**src/rtl/bkm_csd_multi_monitor.sv**
```systemverilog
// Multi-channel CSD to two's-complement monitor for BKM step outputs.
// Two-stage conversion pipeline with compare, illegal-digit flags and windowed counters.
module bkm_csd_multi_monitor #(
  parameter int WD   = 64,
  parameter int NCH  = 2,
  parameter int CNTW = 16
) (
  input  logic                  clk,
  input  logic                  srst,
  input  logic                  enable,
  input  logic                  in_valid,
  input  logic [NCH*2*WD-1:0]   csd_in,
  input  logic [NCH*WD-1:0]     exp_in,
  input  logic [NCH-1:0]        exp_chk,
  input  logic                  start,
  input  logic                  stop,
  output logic [NCH*WD-1:0]     res_out,
  output logic                  res_valid,
  output logic [NCH-1:0]        mismatch,
  output logic [NCH-1:0]        illegal,
  output logic [CNTW-1:0]       smp_cnt,
  output logic [CNTW-1:0]       err_cnt,
  output logic                  busy,
  output logic                  done
);

  // Handshake: in_valid qualifies csd_in/exp_in/exp_chk on an enabled edge; there is no
  // backpressure. res_valid qualifies res_out/mismatch/illegal two enabled edges later.

  typedef enum logic [1:0] {IDLE, RUN, FLUSH, DONE} state_t;

  localparam logic [CNTW-1:0] CNT_MAX = '1;

  state_t state_q, state_d;
  logic   clr_cnt;
  logic   pending;

  // Stage-0 digit decode
  logic [NCH-1:0][WD-1:0] p_d, n_d;
  logic [NCH-1:0]         ill_d;

  // Stage 1
  logic [NCH-1:0][WD-1:0] p1_q, n1_q;
  logic [NCH-1:0]         ill1_q;
  logic [NCH*WD-1:0]      exp1_q;
  logic [NCH-1:0]         chk1_q;
  logic                   v1_q, t1_q;

  // Stage 2
  logic [NCH-1:0][WD-1:0] res_d;
  logic [NCH-1:0]         mm_d;
  logic [NCH-1:0][WD-1:0] res2_q;
  logic [NCH-1:0]         mm2_q, ill2_q;
  logic                   v2_q, t2_q;

  // Counters
  logic [CNTW-1:0] smp_q, err_q;
  logic [CNTW:0]   pop;
  logic [CNTW:0]   err_sum;

  always_comb begin
    p_d   = '0;
    n_d   = '0;
    ill_d = '0;
    for (int c = 0; c < NCH; c++) begin
      for (int i = 0; i < WD; i++) begin
        p_d[c][i] = ~csd_in[c*2*WD + 2*i + 1] &  csd_in[c*2*WD + 2*i];
        n_d[c][i] =  csd_in[c*2*WD + 2*i + 1] & ~csd_in[c*2*WD + 2*i];
        ill_d[c]  = ill_d[c] | (csd_in[c*2*WD + 2*i + 1] & csd_in[c*2*WD + 2*i]);
      end
    end
  end

  // Tag marks samples accepted while the window is open; only those are ever counted.
  always_ff @(posedge clk) begin
    if (srst) begin
      p1_q   <= '0;
      n1_q   <= '0;
      ill1_q <= '0;
      exp1_q <= '0;
      chk1_q <= '0;
      v1_q   <= 1'b0;
      t1_q   <= 1'b0;
    end else if (enable) begin
      p1_q   <= p_d;
      n1_q   <= n_d;
      ill1_q <= ill_d;
      exp1_q <= exp_in;
      chk1_q <= exp_chk;
      v1_q   <= in_valid;
      t1_q   <= (state_q == RUN);
    end
  end

  always_comb begin
    res_d = '0;
    mm_d  = '0;
    for (int c = 0; c < NCH; c++) begin
      res_d[c] = p1_q[c] - n1_q[c];
      mm_d[c]  = v1_q & chk1_q[c] & (res_d[c] != exp1_q[c*WD +: WD]);
    end
  end

  // res_out keeps the last valid result; flags are forced low when nothing is valid.
  always_ff @(posedge clk) begin
    if (srst) begin
      res2_q <= '0;
      mm2_q  <= '0;
      ill2_q <= '0;
      v2_q   <= 1'b0;
      t2_q   <= 1'b0;
    end else if (enable) begin
      if (v1_q) res2_q <= res_d;
      mm2_q  <= mm_d;
      ill2_q <= v1_q ? ill1_q : '0;
      v2_q   <= v1_q;
      t2_q   <= t1_q;
    end
  end

  assign pending = (v1_q & t1_q) | (v2_q & t2_q);

  always_comb begin
    state_d = state_q;
    clr_cnt = 1'b0;
    case (state_q)
      IDLE: begin
        if (start) begin
          state_d = RUN;
          clr_cnt = 1'b1;
        end
      end
      RUN: begin
        if (stop) state_d = FLUSH;
      end
      FLUSH: begin
        if (!pending) state_d = DONE;
      end
      DONE: begin
        if (start) begin
          state_d = RUN;
          clr_cnt = 1'b1;
        end
      end
      default: state_d = IDLE;
    endcase
  end

  always_ff @(posedge clk) begin
    if (srst) state_q <= IDLE;
    else if (enable) state_q <= state_d;
  end

  always_comb begin
    pop = '0;
    for (int c = 0; c < NCH; c++) pop = pop + (CNTW+1)'(mm2_q[c]);
    err_sum = {1'b0, err_q} + pop;
  end

  always_ff @(posedge clk) begin
    if (srst) begin
      smp_q <= '0;
      err_q <= '0;
    end else if (enable) begin
      if (clr_cnt) begin
        smp_q <= '0;
        err_q <= '0;
      end else if (v2_q && t2_q) begin
        smp_q <= (smp_q == CNT_MAX) ? smp_q : smp_q + CNTW'(1);
        err_q <= (err_sum > {1'b0, CNT_MAX}) ? CNT_MAX : err_sum[CNTW-1:0];
      end
    end
  end

  assign res_out   = res2_q;
  assign res_valid = v2_q;
  assign mismatch  = mm2_q;
  assign illegal   = ill2_q;
  assign smp_cnt   = smp_q;
  assign err_cnt   = err_q;
  assign busy      = (state_q == RUN) || (state_q == FLUSH);
  assign done      = (state_q == DONE);

endmodule

```
**config.mk**
```make
export PLATFORM = sky130hd
export DESIGN_NAME = bkm_csd_multi_monitor
export DESIGN_NICKNAME = d
export VERILOG_FILES = /design/src/rtl/bkm_csd_multi_monitor.sv
export SDC_FILE = /design/constraint.sdc
export NUM_CORES = 1
export LEC_CHECK = 0
export BUFFER_PORTS_ARGS = -buffer_cell sky130_fd_sc_hd__buf_2
export CORE_UTILIZATION = 40
export DETAILED_ROUTE_END_ITERATION = 12
export SLEW_MARGIN = 0
export SYNTH_ARGS = -nofsm -noshare
export SYNTH_HDL_FRONTEND = slang
export SYNTH_SLANG_ARGS = --single-unit
```
**constraint.sdc**
```tcl
create_clock -name clk -period 4.6 [get_ports clk]
set_clock_uncertainty 0.05 [all_clocks]
set_input_delay 0.46 -clock clk [delete_from_list [all_inputs] [get_ports clk]]
set_output_delay 0.46 -clock clk [all_outputs]
set_load 0.1 [all_outputs]
```
==> qor.yml <==
synth:
  synth_area_um2: 33900
  yosys_warnings: 0
  ys_seq_area_share_pct: 32.9
  synth_top_area_cell: "dfxtp_1"
  synth_cells: 4231
  synth_top_area_share_pct: 32.9
  synth-seq-cells: 558
  synthTopCellsByCount: "a21oi_1 (578), dfxtp_1 (558), nand2_1 (374), nor2_1 (337), nand2b_1 (273)"
  syn_nets: 4758
  synth_edf_count: 0
  synthArstFlopShare_pct: 0
  synth.avg_cell_area_um2: 8.02
  synth_cell_type_count: 92
  synth_flop_cell: "dfxtp_1"
  yosysMostFrequentCell: "a21oi_1"
  synth_area_leaders: "dfxtp_1 (33%), a21oi_1 (8.5%), nand3b_1 (5.8%)"
cts:
  root_buffer: "clkbuf_16"
  cts_sinks: 558
  clkTransAtPathRegs_ns: 0.06
  cts.htree.levels: 3
  numCtsBuffers: 66
  worstSkewPairLatency_ns: 0.62
  tritoncts: "built"
  hold_buffers: 0
  clk_path_buf_depth: 3
sta:
  setup_slack_ns: 0.107
  fin_crit_sh_pct: 97.7
  worstMarginPinSlew_ns: 1.34
  rsz0062_at_grt: "yes"
  relSlewSlack_pct: 10.3
  fin_setup_tns_ns: 0
  fmax_ghz: 0.223
  period_needed_ns: 4.49
  setup_viol: 0
  timing_max_transition_violations_final: 0
  hold_viol: 0
drt:
  vias: 34500
  drt_iter0_drc: 3449
  via_per_inst: 5.70
  wl_per_cell_um: 25.2
  firstDrtPassIters: 7
  ant_nets: 0
  routed_wl_um: 152000
  drc: 0
pwr:
  pwr-share-clk_pct: 33.4
  seq_power_share_pct: 32.5
  total_power_mw: 16.1
  netSwitchingFraction_pct: 36.3
  ir_drop_mv: 0.224
  p_leak_nw: 17.8
  powerDensity_nw_per_um2: 386
  power_frac_comb_pct: 34.1
  power_switching_mw: 5.85
  p_int_mw: 10.3
layout:
  drive_gt1_share_pct: 20.7
  stdcell_count: 6049
  area_growth_pct: 23.0
  fillers: 8455
  fin_nets: 5386
critical_path:
  rrSetupSlack_ns: 0.11
  worstSetupPathType: "flop to flop"
  reg2reg_depth: 15
  rr_endpoint: "mismatch[0]"
  crit_start: "n1_q[21]"
  critPathRequiredTime_ns: 5.00
  reg2reg_from: "n1_q[21]"
  critical_path.max_fanout: 8
  startpoint_type: "flop"
  end_kind: "flop"
  worst_ep_arrival_time_ns: 4.89
  crit_end: "mismatch[0]"
placement:
  place_ws_ns: -0.222
  numPortBuffers: 558
  place.gp.congestion: 1.07
  place_hpwl_um: 124000
  dp.cells: 5921
outcome:
  status: "completed"
min_path:
  min-delay-start: "exp_in[31]"
  whs_path_depth: 3
  hp-class: "primary input to flop"
floorplan:
  core_um2: 83800
  io_pins: 559
  die-area_um2: 86000
  die_h_um: 293
  die_w_um: 293
  fp-row-count: 106
  initial_core_util_pct: 40.5
grt:
  grt_pass1_wl_um: 216000
  track_usage_pct: 34.1
  grt_overflow: 0
  antenna_found_initial: 19
  grt_max_degree: 218
  grt_pass1_vias: 31500
flow_run:
  maxCapViolCount: 0
[layout make-up]
cell class	count	area, um2	area share, %
multi-input cells	3237	21400	51.2
flip-flops and latches	558	11200	26.8
repair buffers	831	4940	11.8
clock buffers	93	1960	4.69
well taps	1134	1420	3.40
inverters	165	619	1.48
clock inverters	20	221	0.530
diodes	11	27.5	0.0659
[cells by family after synthesis]
kind of cell,after synthesis,synth area share [%]
AND/OR/NAND/NOR,1640,25.8
AO/OA/AOI/OAI,1075,19.5
XOR/XNOR,240,7.43
flip-flops,558,32.9
multiplexers,147,4.35
buffers and inverters,436,4.91
adder cells (fa/ha/maj),135,5.04
[cells in the final DEF (no fill, tap or decap), types with 34 or more instances in the layout]
cell type / n
nand2_1: 372
dfxtp_1: 558
xor2_1: 95
ha_1: 127
a21oi_1: 571
mux2i_1: 143
nor2_1: 337
nand2b_1: 273
buf_2: 556
o21ai_0: 93
clkbuf_16: 69
nor3_1: 69
xnor2_1: 110
buf_4: 266
nand3_1: 52
nand4_1: 93
a22oi_1: 34
inv_1: 165
a21o_1: 49
nand3b_1: 262
[power by group through the flow]
stage               sequential, mW  combinational [mW]  clock (mW)
floorplan                     5.68                2.68           0
global placement              5.33                5.25           0
detailed placement            5.34                5.23           0
CTS                           5.23                5.26        5.44
global route                  5.25                5.77        5.65
finish                        5.24                5.49        5.38
[worst min-delay path by stage]
stage,to,slack (ns)
6_report,exp1_q[31],0.03
5_1_grt,exp1_q[84],0.04
4_1_cts,exp1_q[31],0.005
3_5_place_dp,res_out[51],0.39
3_3_place_gp,res_out[56],0.39
2_1_floorplan,n1_q[100],0.40
[state kept, by name, summed over array words and instances (netlist names)]
register,count
t1_q,1
n1_q,128
t2_q,1
state_q,2
err_cnt,16
p1_q,128
v1_q,1
mismatch,2
ill1_q,2
smp_cnt,16
chk1_q,2
exp1_q,128
illegal,2
res_valid,1
res_out,128
[worst max-delay path, cell delays in order (launching register included)]
cell and delay, ns:
dfxtp_1 0.33, inv_1 0.06, ha_1 0.45, a21oi_1 0.37, o21ai_0 0.36, o31ai_2 0.49, a311oi_1 0.12, nor3_1 0.31
o31ai_1 0.14, buf_4 0.16, a41o_1 0.27, a21boi_1 0.31, xnor3_1 0.26, or3_1 0.40, nor4_1 0.18, nor3_1 0.07
[per-stage QoR]
step / area [um2] / hold slack, ns / util [%]
floorplan: 33900 / 0.396 / -
global placement: 39200 / 0.386 / 46.8
detailed placement: 39200 / 0.394 / 46.8
CTS: 41400 / 0.00493 / 49.4
global route: 41700 / 0.0355 / 49.8
finish: 41800 / 0.0288 / 49.8
[repair_timing]
action | in CTS | in global routing
hold endpoints to repair | 0 | 0
setup buffers | 0 | 4
resized for setup | 7 | 54
pin swaps | 0 | 9
setup endpoints to repair | 2 | 2
[layer usage]
layer | up-vias | global-route usage (%) | part of all wire [%] | wire length [um]
met5 | - | 0 | 0.094 | 143
met4 | 20 | 10.7 | 3.2 | 4830
met3 | 213 | 6.85 | 9.0 | 13700
met2 | 1516 | 48.3 | 41 | 62200
met1 | 16500 | 51.0 | 47 | 71500
li1 | 16200 | - | - | -
Power figures use the tool's default switching activity.
